$ cat config.mk
export PLATFORM = sky130hd
export DESIGN_NAME = pixel_mux
export DESIGN_NICKNAME = d
export VERILOG_FILES = /design/src/rtl/pixel_mux.sv
export SDC_FILE = /design/constraint.sdc
export NUM_CORES = 1
export LEC_CHECK = 0
export CAP_MARGIN = 20
export CORE_MARGIN = 2
export CORE_UTILIZATION = 30
export CTS_BUF_LIST = sky130_fd_sc_hd__clkbuf_8 sky130_fd_sc_hd__clkbuf_16
export DETAILED_ROUTE_END_ITERATION = 8
export PLACE_DENSITY = 0.78
export SLEW_MARGIN = 20
export SYNTH_ARGS = -nofsm -noshare
export SYNTH_HDL_FRONTEND = slang
export SYNTH_SLANG_ARGS = --single-unit
$ cat constraint.sdc
create_clock -name clk -period 1.66 [get_ports clk]
set_clock_uncertainty 0.2 [all_clocks]
set_input_delay 0.332 -clock clk [delete_from_list [all_inputs] [get_ports clk]]
set_output_delay 0.332 -clock clk [all_outputs]
set_load 0.02 [all_outputs]
$ cat src/rtl/pixel_mux.sv
// Per-dot pixel compositor and palette-port arbiter: builds the palette address
// for each visible dot, slots CPU palette writes into idle dots, and keeps the sprite-0 hit flag.
module pixel_mux #(
  parameter int H_VIS    = 256,
  parameter int V_VIS    = 240,
  parameter int PRE_LINE = 261
) (
  input  logic        clk,
  input  logic        rst,
  input  logic [8:0]  cycle,
  input  logic [8:0]  scanline,
  input  logic        bg_en,
  input  logic        spr_en,
  input  logic        bg_left_en,
  input  logic        spr_left_en,
  input  logic [3:0]  bg_pix,
  input  logic [3:0]  spr_pix,
  input  logic        spr_behind,
  input  logic        spr0_in,
  input  logic [13:0] vram_addr,
  input  logic        cpu_wr_req,
  input  logic [4:0]  cpu_wr_addr,
  input  logic [7:0]  cpu_wr_data,
  output logic        cpu_wr_ack,
  output logic [4:0]  pal_addr,
  output logic        pal_wr,
  output logic [7:0]  pal_data,
  output logic        pix_valid,
  output logic        sprite0_hit
);

  localparam logic [8:0] L_H_VIS    = 9'(H_VIS);
  localparam logic [8:0] L_V_VIS    = 9'(V_VIS);
  localparam logic [8:0] L_PRE_LINE = 9'(PRE_LINE);

  logic       w_vis;
  logic       w_rend;
  logic       w_clip;
  logic       w_bg_op;
  logic       w_sp_op;
  logic [4:0] w_pix_addr;
  logic [4:0] w_bd_addr;
  logic       w_grant;
  logic       w_hit_set;
  logic       w_hit_clr;

  logic       r_ack;
  logic [4:0] r_pal_addr;
  logic       r_pal_wr;
  logic [7:0] r_pal_data;
  logic       r_pix_valid;
  logic       r_hit;

  // Only v[13:8] and v[4:0] matter for the backdrop override.
  logic w_unused;
  assign w_unused = &{1'b0, vram_addr[7:5]};

  always_comb begin
    w_vis   = (cycle >= 9'd1) && (cycle <= L_H_VIS) && (scanline < L_V_VIS);
    w_rend  = bg_en | spr_en;
    w_clip  = (cycle <= 9'd8);
    w_bg_op = bg_en  & (bg_pix[1:0]  != 2'b00) & ~(w_clip & ~bg_left_en);
    w_sp_op = spr_en & (spr_pix[1:0] != 2'b00) & ~(w_clip & ~spr_left_en);

    w_pix_addr = 5'h00;
    case ({w_sp_op, w_bg_op})
      2'b10:   w_pix_addr = {1'b1, spr_pix};
      2'b01:   w_pix_addr = {1'b0, bg_pix};
      2'b11:   w_pix_addr = spr_behind ? {1'b0, bg_pix} : {1'b1, spr_pix};
      default: w_pix_addr = 5'h00;
    endcase

    w_bd_addr = (vram_addr[13:8] == 6'h3F) ? vram_addr[4:0] : 5'h00;

    // r_ack doubles as the pending flag, so grants are never back-to-back.
    w_grant   = cpu_wr_req & ~r_ack & ~(w_vis & w_rend);
    w_hit_set = w_vis & spr0_in & w_bg_op & w_sp_op & (cycle != 9'd255);
    w_hit_clr = (scanline == L_PRE_LINE) && (cycle == 9'd1);
  end

  always_ff @(posedge clk or negedge rst) begin
    if (!rst) begin
      r_ack       <= 1'b0;
      r_pal_addr  <= 5'h00;
      r_pal_wr    <= 1'b0;
      r_pal_data  <= 8'h00;
      r_pix_valid <= 1'b0;
      r_hit       <= 1'b0;
    end else begin
      r_ack <= w_grant;

      if (w_vis && w_rend) begin
        r_pix_valid <= 1'b1;
        r_pal_wr    <= 1'b0;
        r_pal_addr  <= w_pix_addr;
      end else if (w_grant) begin
        r_pix_valid <= 1'b0;
        r_pal_wr    <= 1'b1;
        r_pal_addr  <= cpu_wr_addr;
        r_pal_data  <= cpu_wr_data;
      end else if (w_vis) begin
        r_pix_valid <= 1'b1;
        r_pal_wr    <= 1'b0;
        r_pal_addr  <= w_bd_addr;
      end else begin
        r_pix_valid <= 1'b0;
        r_pal_wr    <= 1'b0;
      end

      // Clear has priority over a set on the same dot.
      if (w_hit_clr) begin
        r_hit <= 1'b0;
      end else if (w_hit_set) begin
        r_hit <= 1'b1;
      end
    end
  end

  assign cpu_wr_ack  = r_ack;
  assign pal_addr    = r_pal_addr;
  assign pal_wr      = r_pal_wr;
  assign pal_data    = r_pal_data;
  assign pix_valid   = r_pix_valid;
  assign sprite0_hit = r_hit;

endmodule

==> impl_metrics.yaml <==
run_status:
  status: "finished, violations left"
  violations: "negative setup slack"
synthesis:
  synth-seq-cells: 16
  synth_warnings: 0
  synth-main-ff-cell: "dfrtp_1"
  synthAdderAreaFrac: 0
  seq_area_frac_synth: 0.394
  synth_top_family_by_area: "compound AO/OA/AOI/OAI gates"
  synth_xor_area_frac: 0
  synth.area.mux_share: 0.118
  synth_cell_types: 35
  synth-edff-count: 0
  synthesis.area_um2: 1020
  syn_nets: 151
  synthCells: 89
  synth-simple-area-share: 0.191
  synth_compound_area_frac: 0.271
  synth-async-reset-ratio: 1.00
  syn_area_per_cell_um2: 11.4
flow_run:
  cap_violations: 0
worst_setup_path:
  arrival_ps: 1990
  path_cells: "buf_6 -> or4_4 -> o311ai_4 -> a21o_4 -> nand2_4 -> mux2_4"
  crit_type: "input port to flop"
  cp-startpoint: "cycle[5]"
  worstSetupEndpointType: "flop"
  critical_path_buf_inv_count: 1
  reg2reg_from: "cpu_wr_ack$_DFF_PN0_"
  startpoint_type: "input port"
  critical-path-top-delay-family: "simple AND/OR/NAND/NOR gates"
  cp_slowest_stage_delay_ps: 580
  critPathRequiredTime_ps: 1600
  timing.critical_path.slowest_stage_cell: "or4_4"
  crit_fanout: 5
  rrSetupSlack_ps: -90
  rr_endpoint: "pal_addr[0]$_DFFE_PN0P_"
  r2r_cells: 6
min_path:
  min-delay-path-class: "input port to asynchronous set/reset pin"
global_route:
  grt_pass1_wl_um: 5910
  grt-ovfl-total: 0
  antenna_found_initial: 0
  grt_pass1_vias: 1286
  grtUsageTotal: 0.188
  grt_max_degree: 17
timing:
  fin_ws_ps: -391
  finalCriticalPeriod_ps: 2050
  fmax_mhz: 487
  worst_slew_pin_slew_ps: 403
  timing.hold.ws_ps: 201
  relSlewSlack: 0.731
  maxSlewViolCount: 0
  rsz0062_at_grt: "true"
  setup_viol: 16
  fin_crit_sh: 1.24
  hold_viol: 0
routing:
  first_iter_violations: 44
  first_pass_iters: 4
  drt-wirelength-per-cell_um: 16.3
  vias: 1199
  drtAntennaViolNets: 0
  drc: 0
  routed_wl_um: 3810
  avgViaCountPerCell: 5.12
clock_network:
  htree_num_levels: 1
  cts_hold_buf: 0
  clkTransAtPathRegs_ps: 70
  clockBufferDepth: 2
  cts_buffers: 3
  clock_sinks: 16
  clkLatencyLatePin_ps: 250
  cts_tree: "yes"
  ctsRootBufferMaster: "clkbuf_8"
floorplanning:
  core_area_um2: 3280
  dieArea_um2: 3870
  start_util: 0.310
  die_y_um: 62.2
  io_pins: 79
  dieWidth_um: 62.2
  row_count: 21
finish:
  fillers: 240
  utilization: 0.664
  n_antenna_cell: 0
  syn_to_final_growth_pct: 114
  nets: 251
  drive_gt1_frac: 0.362
  multi_input_area_um2: 751
  seqCellArea_um2: 400
power_and_ir_drop:
  peakVddDrop_mv: 0.369
  power.leakage_nw: 0.932
  power_density_nw_per_um2: 682
place:
  place_congestion: 0.811
  portBuffers: 75
  dp_hpwl_um: 2760
[cell families after synthesis]
logic type	count (synthesis)
compound gates	31
mux	8
simple gates	29
flops	16
buf+inv	5
[cell usage after synthesis (2+ instances only)]
cell type	n	area [um2]
dfrtp_1	16	400
a221oi_1	8	70.1
mux2_4	8	120
nor2_1	8	30.0
a21oi_1	5	25.0
a211oi_1	4	30.0
nand2_1	4	15.0
nand4_1	3	18.8
o21a_1	3	22.5
buf_4	2	15.0
inv_1	2	7.51
nor3_1	2	10.0
or4_1	2	15.0
[state kept, by name, indices dropped and copies added (netlist names)]
name         flops
pal_data         8
pal_addr         5
cpu_wr_ack       1
pix_valid        1
sprite0_hit      1
[what timing repair did]
action / 4_1_cts / 5_1_grt
cloned: 1 / 0
resized for setup: 52 / 21
buffers inserted: 5 / 0
endpoints found under the setup margin: 33 / 16
pin swaps: 16 / 12
[metal layers]
| layer | global-route usage | part of all wire | vias up |
|---|---|---|---|
| met5 | 0 | 0 | - |
| li1 | - | - | 563 |
| met4 | 0.0667 | 0.013 | 0 |
| met1 | 0.207 | 0.41 | 580 |
| met3 | 0.0290 | 0.047 | 6 |
| met2 | 0.363 | 0.53 | 50 |
[layout make-up]
cell class              instances  area share
multi-input cells              69       0.344
flip-flops and latches         16       0.184
inverters                       2     0.00344
repair buffers                 97       0.417
well taps                      46      0.0264
clock buffers                   4      0.0252
[report_power, final]
group          internal (W)  switching, W  total (W)
registers          0.000457     0.0000374   0.000494
logic              0.000342      0.000291   0.000633
clock network      0.000211      0.000150   0.000361
[worst max path at each step]
stage / to / slack [ps] / cells after the start
final: pal_data[5]$_DFFE_PN0P_ / -390 / 6
after global routing: pal_addr[0]$_DFFE_PN0P_ / -440 / 6
after CTS: pal_addr[2]$_DFFE_PN0P_ / -450 / 6
after detailed placement: pal_addr[3]$_DFFE_PN0P_ / -1040 / 6
after global placement: pal_addr[3]$_DFFE_PN0P_ / -980 / 6
after floorplan: pal_addr[2]$_DFFE_PN0P_ / -560 / 6
[cell usage in the layout, fill, tap and decap left out, types with 2 or more instances in the layout]
cell type	n
mux2_4	8
nor2_1	8
a21oi_1	2
o21a_1	2
a21oi_2	3
dlygate4sd2_1	18
clkbuf_8	4
buf_6	9
buf_4	15
nand2_1	4
nor3_1	2
a221oi_2	6
clkdlybuf4s50_1	49
nand4_1	3
clkbuf_2	2
dfrtp_1	16
clkdlybuf4s15_1	2
a211oi_2	3
[through the flow]
| step | setup slack (ps) | instance area (um2) | TNS [ps] | instances | total power (W) |
|---|---|---|---|---|---|
| 6_report | -391 | 2180 | -5300 | 234 | 0.00149 |
| 5_1_grt | -437 | 2180 | -5980 | 234 | 0.00155 |
| 4_1_cts | -452 | 2090 | -5560 | 234 | 0.00145 |
| 3_5_place_dp | -1040 | 1940 | -14570 | 225 | 0.00111 |
| 3_3_place_gp | -984 | 1940 | -14230 | 225 | 0.00110 |
| 2_1_floorplan | -564 | 1030 | -7670 | 89 | 0.000755 |
[worst register-to-register path: cells and delay by family (launching register included)]
family / cells / cell delay [ps]
buffers and inverters: 2 / 380
AND/OR/NAND/NOR: 3 / 470
AO/OA/AOI/OAI: 1 / 220
flip-flops: 1 / 380
No activity file was read; power rests on OpenSTA's default activity.
